$ cat config.mk
export PLATFORM = sky130hd
export DESIGN_NAME = mux_rr_nto1
export DESIGN_NICKNAME = d
export VERILOG_FILES = /design/src/rtl/mux_rr_nto1.sv
export SDC_FILE = /design/constraint.sdc
export NUM_CORES = 1
export LEC_CHECK = 0
export CORE_UTILIZATION = 38
export DETAILED_ROUTE_END_ITERATION = 10
export GPL_TIMING_DRIVEN = 1
export HOLD_SLACK_MARGIN = 0.06
export PLACE_DENSITY_LB_ADDON = 0.15
export SLEW_MARGIN = 0
export SYNTH_ARGS = -nofsm -noshare
export SYNTH_HDL_FRONTEND = slang
export SYNTH_SLANG_ARGS = --single-unit
$ cat constraint.sdc
create_clock -name clk -period 1.82 [get_ports clk]
set_clock_uncertainty 0.15 [all_clocks]
set_input_delay 0.364 -clock clk [delete_from_list [all_inputs] [get_ports clk]]
set_output_delay 0.364 -clock clk [all_outputs]
set_load 0.01 [all_outputs]
$ cat src/rtl/mux_rr_nto1.sv
`default_nettype none
// ============================================================================
// Module   : mux_rr_nto1
// Purpose  : N_CH:1 valid/ready packet mux, round-robin grant held per packet.
//            Define MUX_FIXED_PRIO_EN for lowest-index-first arbitration.
// Revision : 1.0  initial release
// ============================================================================
module mux_rr_nto1 #(
  parameter int  N_CH  = 4,
  parameter int  WIDTH = 8,
  localparam int SEL_W = $clog2(N_CH)
) (
  input  logic                  clk,
  input  logic                  rst_n,
  input  logic [N_CH*WIDTH-1:0] in_data,
  input  logic [N_CH-1:0]       in_valid,
  input  logic [N_CH-1:0]       in_last,
  output logic [N_CH-1:0]       in_ready,
  output logic [WIDTH-1:0]      out_data,
  output logic                  out_valid,
  output logic                  out_last,
  input  logic                  out_ready,
  output logic [SEL_W-1:0]      out_sel
);

  typedef enum logic [0:0] {
    ST_IDLE   = 1'b0,
    ST_LOCKED = 1'b1
  } state_t;

  state_t           r_state;
  state_t           w_state_nxt;
  logic [SEL_W-1:0] r_sel;
  logic [SEL_W-1:0] w_grant;
  logic             w_any;
  logic [WIDTH-1:0] r_data;
  logic             r_valid;
  logic             r_last;
  logic [WIDTH-1:0] w_sel_data;
  logic             w_sel_valid;
  logic             w_sel_last;
  logic             w_can_take;
  logic             w_accept;
  logic [N_CH-1:0]  w_ready;

  // Route the locked channel's beat through a decoded mux.
  always_comb begin
    w_sel_data  = '0;
    w_sel_valid = 1'b0;
    w_sel_last  = 1'b0;
    for (int i = 0; i < N_CH; i++) begin
      if (r_sel == SEL_W'(i)) begin
        w_sel_data  = in_data[i*WIDTH +: WIDTH];
        w_sel_valid = in_valid[i];
        w_sel_last  = in_last[i];
      end
    end
  end

  assign w_can_take = (r_state == ST_LOCKED) && (!r_valid || out_ready);
  assign w_accept   = w_can_take && w_sel_valid;

  always_comb begin
    w_ready = '0;
    for (int i = 0; i < N_CH; i++) begin
      w_ready[i] = w_can_take && (r_sel == SEL_W'(i));
    end
  end

`ifdef MUX_FIXED_PRIO_EN
  always_comb begin
    w_grant = '0;
    w_any   = 1'b0;
    for (int i = N_CH - 1; i >= 0; i--) begin
      if (in_valid[i]) begin
        w_grant = SEL_W'(i);
        w_any   = 1'b1;
      end
    end
  end
`else
  logic [SEL_W-1:0] r_ptr;
  logic [SEL_W-1:0] w_hi_idx;
  logic [SEL_W-1:0] w_lo_idx;
  logic             w_hi_any;
  logic             w_lo_any;

  // Channels above the pointer win first; otherwise wrap to the lowest index.
  always_comb begin
    w_hi_idx = '0;
    w_lo_idx = '0;
    w_hi_any = 1'b0;
    w_lo_any = 1'b0;
    for (int i = N_CH - 1; i >= 0; i--) begin
      if (in_valid[i]) begin
        if (SEL_W'(i) > r_ptr) begin
          w_hi_idx = SEL_W'(i);
          w_hi_any = 1'b1;
        end else begin
          w_lo_idx = SEL_W'(i);
          w_lo_any = 1'b1;
        end
      end
    end
    w_grant = w_hi_any ? w_hi_idx : w_lo_idx;
    w_any   = w_hi_any | w_lo_any;
  end

  always_ff @(posedge clk or negedge rst_n) begin
    if (!rst_n) begin
      r_ptr <= SEL_W'(N_CH - 1);
    end else if (w_accept && w_sel_last) begin
      r_ptr <= r_sel;
    end
  end
`endif

  always_comb begin
    w_state_nxt = r_state;
    case (r_state)
      ST_IDLE:   if (w_any) w_state_nxt = ST_LOCKED;
      ST_LOCKED: if (w_accept && w_sel_last) w_state_nxt = ST_IDLE;
      default:   w_state_nxt = ST_IDLE;
    endcase
  end

  always_ff @(posedge clk or negedge rst_n) begin
    if (!rst_n) begin
      r_state <= ST_IDLE;
      r_sel   <= '0;
      r_data  <= '0;
      r_valid <= 1'b0;
      r_last  <= 1'b0;
    end else begin
      r_state <= w_state_nxt;
      if ((r_state == ST_IDLE) && w_any) begin
        r_sel <= w_grant;
      end
      if (w_accept) begin
        r_data  <= w_sel_data;
        r_last  <= w_sel_last;
        r_valid <= 1'b1;
      end else if (out_ready) begin
        r_valid <= 1'b0;
      end
    end
  end

  assign in_ready  = w_ready;
  assign out_data  = r_data;
  assign out_valid = r_valid;
  assign out_last  = r_last;
  assign out_sel   = r_sel;

endmodule
`default_nettype wire

## Word-level counts from Yosys, hierarchy flattened

Cells that the tools add are included.

- Mux-type cells: 50
- Equality and inequality tests: 3
- Reductions and logical operators: 12
- Magnitude comparators: 4
- Bitwise logic cells: 2

Operators by type and width:

| kind | number |
|---|---|
| $mux 2 | 17 |
| $mux 8 | 4 |
| $mux 1 | 28 |
| $logic_and 1x1->1 | 8 |
| $eq 2x2->1 const B | 2 |
| $gt 1x2->1 const A | 2 |
| $gt 2x2->1 const A | 2 |
| $eq 2x1->1 const B | 1 |
| $logic_not 2->1 | 1 |
| $pmux 1 s2 | 1 |
| $reduce_bool 2->1 | 1 |
| $logic_not 1->1 | 1 |
| $logic_or 1x1->1 | 1 |
| $not 1->1 | 1 |
| $or 1x1->1 | 1 |

- Output and inout port bits: 16
- Register bits after elaboration: 15
- Input port bits: 43
- Logic and storage cells: 77

## Longest topological paths before layout

Gate-level depths: netlist (run 1).

- Depth after elaboration: 12
- Gate-level depth with buffers: 5
- Mapped depth without buffers: 4

## Worst setup path after synthesis (run 1)

OpenSTA, ideal clock, no wires.

- Kind: flip-flop to flip-flop
- Start: register r_sel[0], in the netlist out_sel[0]
- End: register r_data[0], in the netlist out_data[0]
- Data arrival time: 1463 ps
- Required time: 1545 ps
- Path slack: 82 ps
- Stages on the path, launching flop included: 6
- Library setup time: 125 ps
- Buffers on the path: 1
- Clock period less this slack: 1738 ps
- Cell sequence: dfrtp_1 > buf_6 > nor2b_4 > o211ai_4 > o21ai_4 > mux2_4

- Longest elaborated chain between the ends: 6
- Elaborated cells between the ends (all ways): 13
- Classes of those cells: eq/ne: 3; mux: 8; reduce/logical: 2

RTL lines:

| item | line | source |
|---|---|---|
| start: declaration | 33 | `logic [SEL_W-1:0] r_sel;` |
| start signal: assignment | 137 | `r_sel <= w_grant;` |
| $logic_not 2->1 | 52 | `if (r_sel == SEL_W'(i)) begin` |
| $mux 1 (4 in a row) | 52 |  |
| $logic_and 1x1->1 | 61 | `assign w_accept = w_can_take && w_sel_valid;` |
| end signal: assignment | 140 | `r_data <= w_sel_data;` |
| end: declaration | 36 | `logic [WIDTH-1:0] r_data;` |

Parallel ways exist; a longest one is shown, timed or not.
A chain may end at the register's enable or synchronous reset.

## Worst setup path in the final report (run 1)

- Start: input in_valid[0]
- End: register r_data[5], in the netlist out_data[5]

- Longest elaborated chain between the ends: 5

RTL lines:

| item | line | source |
|---|---|---|
| start: declaration | 16 | `input logic [N_CH-1:0] in_valid,` |
| $mux 1 (4 in a row) | 52 |  |
| $logic_and 1x1->1 | 61 |  |

No other way between the ends.

==> run summary, run 1 <==
The logs give 3 for the total CTS buffers and 59 for the count of pins on the block boundary. The internal power component was 1840 uW; the die span in y was 54.4 um. Final hold violation count: 0.

The xor/xnor cell area share of the yosys netlist is 0. Post-synthesis register bit count: 15. The run gives 0.000801 uW as the static leakage.

Setup repair after global routing left no endpoint under its margin. In this run the power density over the cells is 1560 nW/um^2. 0 antenna diodes ended up in the layout.

The peak fanout along the critical path was 7; the portion of the clock cycle consumed by the worst path in the final layout was 0.998. From synthesis to final layout, the design area changed by 77.5%. After clock tree synthesis, the flow added hold-fix buffers numbering 0. The completed layout was analyzed and its total power is 2890 uW. The run gives 2960 sq um as the die outline area. The tools report the number of rows created at floorplan as 18. The number of warnings printed during yosys synthesis is 0, and the count of unresolved DRC violations after routing is 0. The count of flip-flops with a built-in enable after synthesis is 0, and the half-perimeter wire length of the detailed placement result is 2.23 mm. The startpoint type of the worst setup path is an input port. The first routing iteration left 6 violations. When the netlist entered floorplanning its net count stood at 123. The post-synthesis compound-gate area fraction came out at 0.137. The minimum setup slack in the final design is 0.00412 ns, and the pin count of the biggest net entering global routing is 16. After detailed routing, the average wire length per cell comes to 15.0 um. Across the whole layout, storage elements account for 379 sq um.

Setup violations remaining at the end of the flow were counted as 0. For the worst-skew pair, the clock arrives at the later sink with an insertion delay of 0.28 ns. Simple-gate share of the synthesized area: 0.109. The run gives 0.800 as the tightest slew margin relative to the limit. Once placement finished, the instance area stood at 1770 sq um. The shortest period the worst path allows is 1.82 ns, and the part of the power in combinational logic is 0.702.

For this run the aggregate overflow at the end of global routing stands at 0. The count of port buffers added during placement is 58, and the number of max-capacitance violations reported is 0. The run gives 1250 uV as the worst IR drop on VDD. The total wire length was 2.82 mm. The first detailed-routing pass took 4 iterations.

The mux cell area share after synthesis is 0.344, and the deepest level of the CTS H-tree is 1. The run gives 0.834 as the routability congestion estimate from global placement. The count of nets left with antenna violations once routing finished came out at 0. In this run the register-to-register setup slack is 0.04 ns. Count of mapped cells out of synthesis: 80. The number of unique standard cell types used by synthesis was 32.

The fraction of synthesized cell area taken by the top area cell type came out at 0.311. The critical path class was in -> reg. The logs give 0.065 for the power share of the clock group and 4.39 mm for the wire length of the first global-routing pass. Prior to clock tree synthesis, the placed netlist has a worst setup slack of -0.498 ns.

The min-delay analysis places its worst path in the category in -> async. The switching share of power was 0.362. At the pin with the least slew margin, the transition time is 0.297 ns.

Clock-pin slew was measured on the worst setup and hold paths at 0.09 ns. The starting density of the core came out at 0.411. Summing all multi-input logic gate instances after layout gives 651 sq um. The number of nets in the layout came out at 202. Timing would allow up to 0.551 GHz. The flow ran to the end, and the final reports show no timing, DRC or antenna violations. Leaving out fill and tap cells, the most frequent cell in the layout is sky130_fd_sc_hd__clkdlybuf4s50_1. The library cells used most frequently in the layout, excluding fill and tap cells, are sky130_fd_sc_hd__clkdlybuf4s50_1 (51), sky130_fd_sc_hd__buf_4 (13), sky130_fd_sc_hd__dfrtp_1 (12), sky130_fd_sc_hd__mux2_4 (9), sky130_fd_sc_hd__mux4_2 (6).

Once layout is done, the placed cells without fillers occupy 1850 sq um. The register area share after synthesis is 0.362. Summed over all instances, the cell type with the most area after synthesis is sky130_fd_sc_hd__dfrtp_1. Total net switching power: 1040 uW. In this run the deepest clock path goes through 2 buffers. Yosys attributes the largest share of cell area to sky130_fd_sc_hd__dfrtp_1 (31%), sky130_fd_sc_hd__mux2_4 (13%), sky130_fd_sc_hd__mux4_2 (13%).

The kind of end point of the critical path was a flip-flop. TritonCTS built the clock tree. The overall via count from detail_route was 1010. The ratio of cells with drive above 1 in the final layout is 0.361, and the number of sinks on the clock net is 15. The fraction of the mapped netlist area in adder cells was 0. X dimension of the die: 54.4 um. STA puts the critical path data required time at 1.84 ns. Clock tree synthesis selected as its root buffer the cell sky130_fd_sc_hd__clkbuf_4. The dominant register cell in the synthesized netlist was sky130_fd_sc_hd__dfrtp_1. The post-synthesis area per instance came out at 13.1 sq um.

The tools report the final max-slew violation count as 0. The endpoint arrival time on the critical path is 1.83 ns, and the initial antenna violation count is 0. The logs give 0.209 for the combined global-route utilization of all metal layers and 2540 sq um for the area of the core. The cell area after synthesis came out at 1040 sq um. The sequential share of power was 0.233; the detailed-route vias per instance was 5.37. Fraction of synthesis flops using an asynchronous set or reset pin: 1.00. After synthesis, the largest family of logic cells by area is multiplexers. The logs give 1023 for the via count of the first global-routing pass and 177 for the number of filler instances in the final layout.
## cells by family (layout without fill, tap and decap cells)
logic type | count (synthesis) | count (layout)
buf+inv | 9 | 87
compound gates | 16 | 16
simple gates | 21 | 21
mux | 19 | 19
flops | 15 | 15
## registers in the layout, summed over array words and instances, names as in the netlist
name	cells
out_data	8
out_last	1
out_sel	2
out_valid	1
r_ptr	2
r_state	1
## critical path, stage by stage
cell                              delay [ns]
sky130_fd_sc_hd__clkdlybuf4s50_1        0.42
sky130_fd_sc_hd__or3_1                  0.38
sky130_fd_sc_hd__o21ai_2                0.11
sky130_fd_sc_hd__o21ai_4                0.11
sky130_fd_sc_hd__buf_12                 0.15
sky130_fd_sc_hd__mux2_4                 0.29
## cells in the mapped netlist, types with 2 or more instances
| cell | n |
|---|---|
| sky130_fd_sc_hd__mux4_1 | 3 |
| sky130_fd_sc_hd__nor2_1 | 4 |
| sky130_fd_sc_hd__dfrtp_1 | 13 |
| sky130_fd_sc_hd__nand2_1 | 5 |
| sky130_fd_sc_hd__a21oi_1 | 2 |
| sky130_fd_sc_hd__dfstp_2 | 2 |
| sky130_fd_sc_hd__nor3_1 | 5 |
| sky130_fd_sc_hd__o22ai_1 | 2 |
| sky130_fd_sc_hd__mux2_4 | 9 |
| sky130_fd_sc_hd__o211ai_1 | 3 |
| sky130_fd_sc_hd__mux4_2 | 6 |
| sky130_fd_sc_hd__inv_1 | 6 |
## per-stage QoR
stage / utilization / setup TNS (ns) / hold slack, ns / instances
5_1_grt: 0.729 / 0 / 0.269 / 188
2_1_floorplan: - / 0 / -0.0816 / 80
3_5_place_dp: 0.697 / -5.04 / 0.343 / 182
6_report: 0.729 / 0 / 0.252 / 188
4_1_cts: 0.726 / -0.0302 / 0.253 / 188
3_3_place_gp: 0.697 / -4.54 / 0.342 / 182
## layer usage
metal  up-vias  track usage  part of all wire
met5         -            0                 0
met2        47        0.374              0.50
li1        470            -                 -
met1       491        0.244              0.41
met3         2       0.0444             0.085
met4         0       0.0684            0.0067
## area by class of cell
class | instances | area share
Timing Repair Buffer | 77 | 0.398
Tap cell | 30 | 0.0202
Multi-Input combinational cell | 56 | 0.351
Sequential cell | 15 | 0.204
Clock buffer | 4 | 0.0142
Inverter | 6 | 0.0121
## power by group through the flow
stage,clock (uW),combinational [uW],sequential [uW]
3_5_place_dp,0,1950,664
4_1_cts,199,2040,667
3_3_place_gp,0,1910,656
2_1_floorplan,0,1070,724
5_1_grt,220,2170,692
6_report,188,2030,671
## worst paths after layout
kind	from	end	cells past startpoint
setup / recovery	in_valid[0]	out_data[5]	6
setup reg to reg	out_sel[1]	out_data[5]	6
min in group clk	out_data[4]	out_data[4]	1
hold / removal	rst_n	r_state	2
max in group asynchronous	rst_n	r_ptr[0]	2
hold reg to reg	out_data[4]	out_data[4]	1
## timing repair
| action | in CTS | in global routing |
|---|---|---|
| pin swaps | 0 | 4 |
| buffers inserted | 2 | 1 |
| setup endpoints to repair | 6 | 14 |
| resized for setup | 32 | 2 |
No activity file was read; power rests on OpenSTA's default activity.
==> run 2, diff against run 1 <==
- CELL_PAD_IN_SITES_DETAIL_PLACEMENT: not set -> 1
- CELL_PAD_IN_SITES_GLOBAL_PLACEMENT: not set -> 2
- CORE_UTILIZATION: 38 -> 23
==> run 2 against run 1 <==
First-iteration DRC count is 83% higher; global-route usage is 6.0 points lower; clock-buffer cell count shrank 1; die area is 63% higher; flip-flop and latch count unchanged; sequential share of layout area fell by 1.3 points; power up 9.3%; setup slack improved by 0.00085 ns; final area rose by 6.7%; register-to-register slack got worse by 0.04 ns; critical path type is now reg -> reg; largest cell class unchanged.
==> run summary, run 2 (synthesis results as in run 1) <==
The peak fanout along the critical path works out to 10 (was 7). The run gives 0 ns (unchanged) as the aggregate negative setup slack. The number of rows created at floorplan was 24 (was 18); the number of buffers inserted by hold repair at cts was 0 (unchanged). Most frequent cells in the layout: sky130_fd_sc_hd__clkdlybuf4s50_1 (50), sky130_fd_sc_hd__buf_4 (20), sky130_fd_sc_hd__dfrtp_1 (12), sky130_fd_sc_hd__mux2_4 (9) (was sky130_fd_sc_hd__clkdlybuf4s50_1 (51), sky130_fd_sc_hd__buf_4 (13), sky130_fd_sc_hd__dfrtp_1 (12), sky130_fd_sc_hd__mux2_4 (9), sky130_fd_sc_hd__mux4_2 (6)). For the routability congestion estimate from global placement, the log shows 0.793 (was 0.834).

The kind of end point of the critical path was a flip-flop (unchanged). The critical path class is reg -> reg (was in -> reg). Detailed-route vias per instance: 4.70 (was 5.37). The area growth from synthesis to layout was 89.3% (was 77.5%). The cell count of the worst reg-to-reg path works out to 6 (unchanged). The number of max-capacitance violations reported came out at 0 (unchanged). The run gives 0 (unchanged) as the count of unresolved DRC violations after routing. The total CTS buffers is 3 (unchanged).

The power share of the clock group was 0.088 (was 0.065); the initial antenna violation count was 0 (unchanged). The x dimension of the die was 69.4 um (was 54.4 um); the number of flip-flops under the largest register name was 8 (unchanged). The tools report the critical register-to-register path startpoint as out_sel[1] (unchanged).

The area of the core is 4350 sq um (was 2540 sq um), and the total net switching power is 1140 uW (was 1040 uW). The type of the tightest min-delay check was in -> async (unchanged). The antenna diode instance count was 0 (unchanged). The number of sinks on the clock net came out at 15 (unchanged). For the number of nets in the layout, the log shows 210 (was 202).

The wire length of the first global-routing pass is 5.58 mm (was 4.39 mm), and the portion of the clock cycle consumed by the worst path in the final layout is 0.997 (was 0.998). The number of design-rule violations left by the first detailed-router iteration is 11 (was 6). The tools report the starting density of the core as 0.240 (was 0.411).

The tools report the end point of the critical path as out_data[3] (was out_data[5]). The die span in y works out to 69.4 um (was 54.4 um). Endpoint of the worst register-to-register path: out_data[3] (was out_data[5]).

The logs give 0 (unchanged) for the final max-slew violation count and 0.005 ns (was 0.04 ns) for the worst setup slack for register-to-register paths. The count of port buffers added during placement works out to 58 (unchanged). The logs give 0.217 (was 0.233) for the sequential share of power and 0 (unchanged) for the remaining number of nets flagged by the antenna check after routing. The logs give 0.695 (was 0.702) for the part of the power in combinational logic and 0.25 ns (was 0.28 ns) for the clock latency at the later pin of the worst-skew pair.

The total setup violations reported at the end of the flow is 0 (unchanged). Setup repair after global routing could not meet its margin everywhere. Ratio of cells with drive above 1 in the final layout: 0.404 (was 0.361).

The worst path required time came out at 1.80 ns (was 1.84 ns). The total wire length is 3.33 mm (was 2.82 mm), and the die outline area is 4820 sq um (was 2960 sq um). The logs give 669 uV (was 1250 uV) for the worst IR drop on VDD and 2 (unchanged) for the worst-case clock buffer depth. The tightest slew margin relative to the limit is 0.806 (was 0.800), and the detailed-route wire length per cell is 15.3 um (was 15.0 um). Clock-pin slew on the worst setup and hold paths: 0.07 ns (was 0.09 ns). The deepest level of the CTS H-tree came out at 1 (unchanged).

The switching share of power works out to 0.361 (was 0.362). The most common cell after layout, fill and taps aside was sky130_fd_sc_hd__clkdlybuf4s50_1 (unchanged). The timing startpoint of the critical path was out_sel[1] (was in_valid[0]). The worst-margin pin slew was 0.287 ns (was 0.297 ns). The total power draw is 3150 uW (was 2890 uW).

The internal power component is 2020 uW (was 1840 uW). The flow ran to the end, and the final reports show no timing, DRC or antenna violations. The cell area power density was 1590 nW/um^2 (was 1560 nW/um^2). The run gives 0.148 (was 0.209) as the combined global-route utilization of all metal layers. The startpoint type of the worst setup path is a flip-flop (was an input port). The endpoint arrival time on the critical path is 1.80 ns (was 1.83 ns), and the shortest period the worst path allows is 1.82 ns (about the same). The root buffer cell was sky130_fd_sc_hd__clkbuf_8 (was sky130_fd_sc_hd__clkbuf_4). The count of pins on the block boundary is 59 (unchanged).

The static leakage is 0.000851 uW (was 0.000801 uW). TritonCTS built the clock tree. The logs give 0.551 GHz (about the same) for the maximum frequency from static timing analysis and 16 (unchanged) for the pin count of the biggest net entering global routing. The total congestion overflow after global routing is 0 (unchanged). The half-perimeter wire length of the detailed placement result is 2.61 mm (was 2.23 mm), and the final non-filler cell area is 1980 sq um (was 1850 sq um). The number of filler instances in the final layout came out at 488 (was 177). The via count of the first global-routing pass is 1145 (was 1023).

The logs give 4 (unchanged) for the number of iterations in the first detailed-routing pass and 1025 (was 1010) for the overall via count from detail_route. Final hold violation count: 0 (unchanged). Placed instance area: 1810 sq um (was 1770 sq um).
[run 2: how the worst min path moves through the flow]
stage / startpoint / endpoint / slack [ns] / cells after the start
after floorplan: rst_n / out_data[0] / -0.08 / 0
after global placement: out_data[2] / out_data[2] / 0.35 / 1
after detailed placement: out_data[0] / out_data[0] / 0.35 / 1
after CTS: rst_n / out_data[0] / 0.30 / 2
after global routing: rst_n / out_data[0] / 0.31 / 2
final: rst_n / out_data[0] / 0.29 / 2
[run 2: worst max-delay path, stage by stage, from the launching register on]
cell and delay [ns]:
sky130_fd_sc_hd__dfrtp_2 0.43, sky130_fd_sc_hd__buf_6 0.12, sky130_fd_sc_hd__or3_1 0.35, sky130_fd_sc_hd__o21ai_2 0.11, sky130_fd_sc_hd__o21ai_4 0.09, sky130_fd_sc_hd__buf_12 0.15
sky130_fd_sc_hd__mux2_4 0.29
[run 2: final cells by class]
| class | instances | area [sq um] | share of cell area |
|---|---|---|---|
| Sequential cell | 15 | 379 | 0.192 |
| Clock buffer | 3 | 41.3 | 0.0209 |
| Clock inverter | 1 | 5.00 | 0.00253 |
| Multi-Input combinational cell | 56 | 664 | 0.336 |
| Timing Repair Buffer | 85 | 797 | 0.403 |
| Tap cell | 52 | 65.1 | 0.0329 |
| Inverter | 6 | 26.3 | 0.0133 |
[run 2: layer usage]
metal,global-route usage,vias to the layer above,part of all wire
met5,0,-,0
met4,0.0295,0,0.0051
met3,0.0480,2,0.069
met2,0.271,32,0.52
met1,0.168,505,0.41
li1,-,486,-
[run 2: repair_timing]
item                                    CTS  global route
cloned                                    0             0
pin swaps                                 2             4
resized for setup                        33             4
endpoints found under the setup margin   16            14
setup buffers                             7             2
hold endpoints to repair                  0             0
[run 2: power by group through the flow]
stage / Combinational, uW / Sequential [uW] / Clock [uW]
2_1_floorplan: 1070 / 724 / 0
3_3_place_gp: 1920 / 681 / 0
3_5_place_dp: 1940 / 686 / 0
4_1_cts: 2170 / 682 / 290
5_1_grt: 2360 / 712 / 304
6_report: 2190 / 685 / 278
[run 2: metrics by stage]
stage	hold WS [ns]	instances	util	setup slack [ns]
after floorplan	-0.0816	80	-	0.0817
after global placement	0.345	207	0.416	-0.456
after detailed placement	0.345	207	0.416	-0.478
after CTS	0.299	217	0.449	-0.00948
after global routing	0.314	218	0.454	-0.0361
final	0.290	218	0.454	0.00497
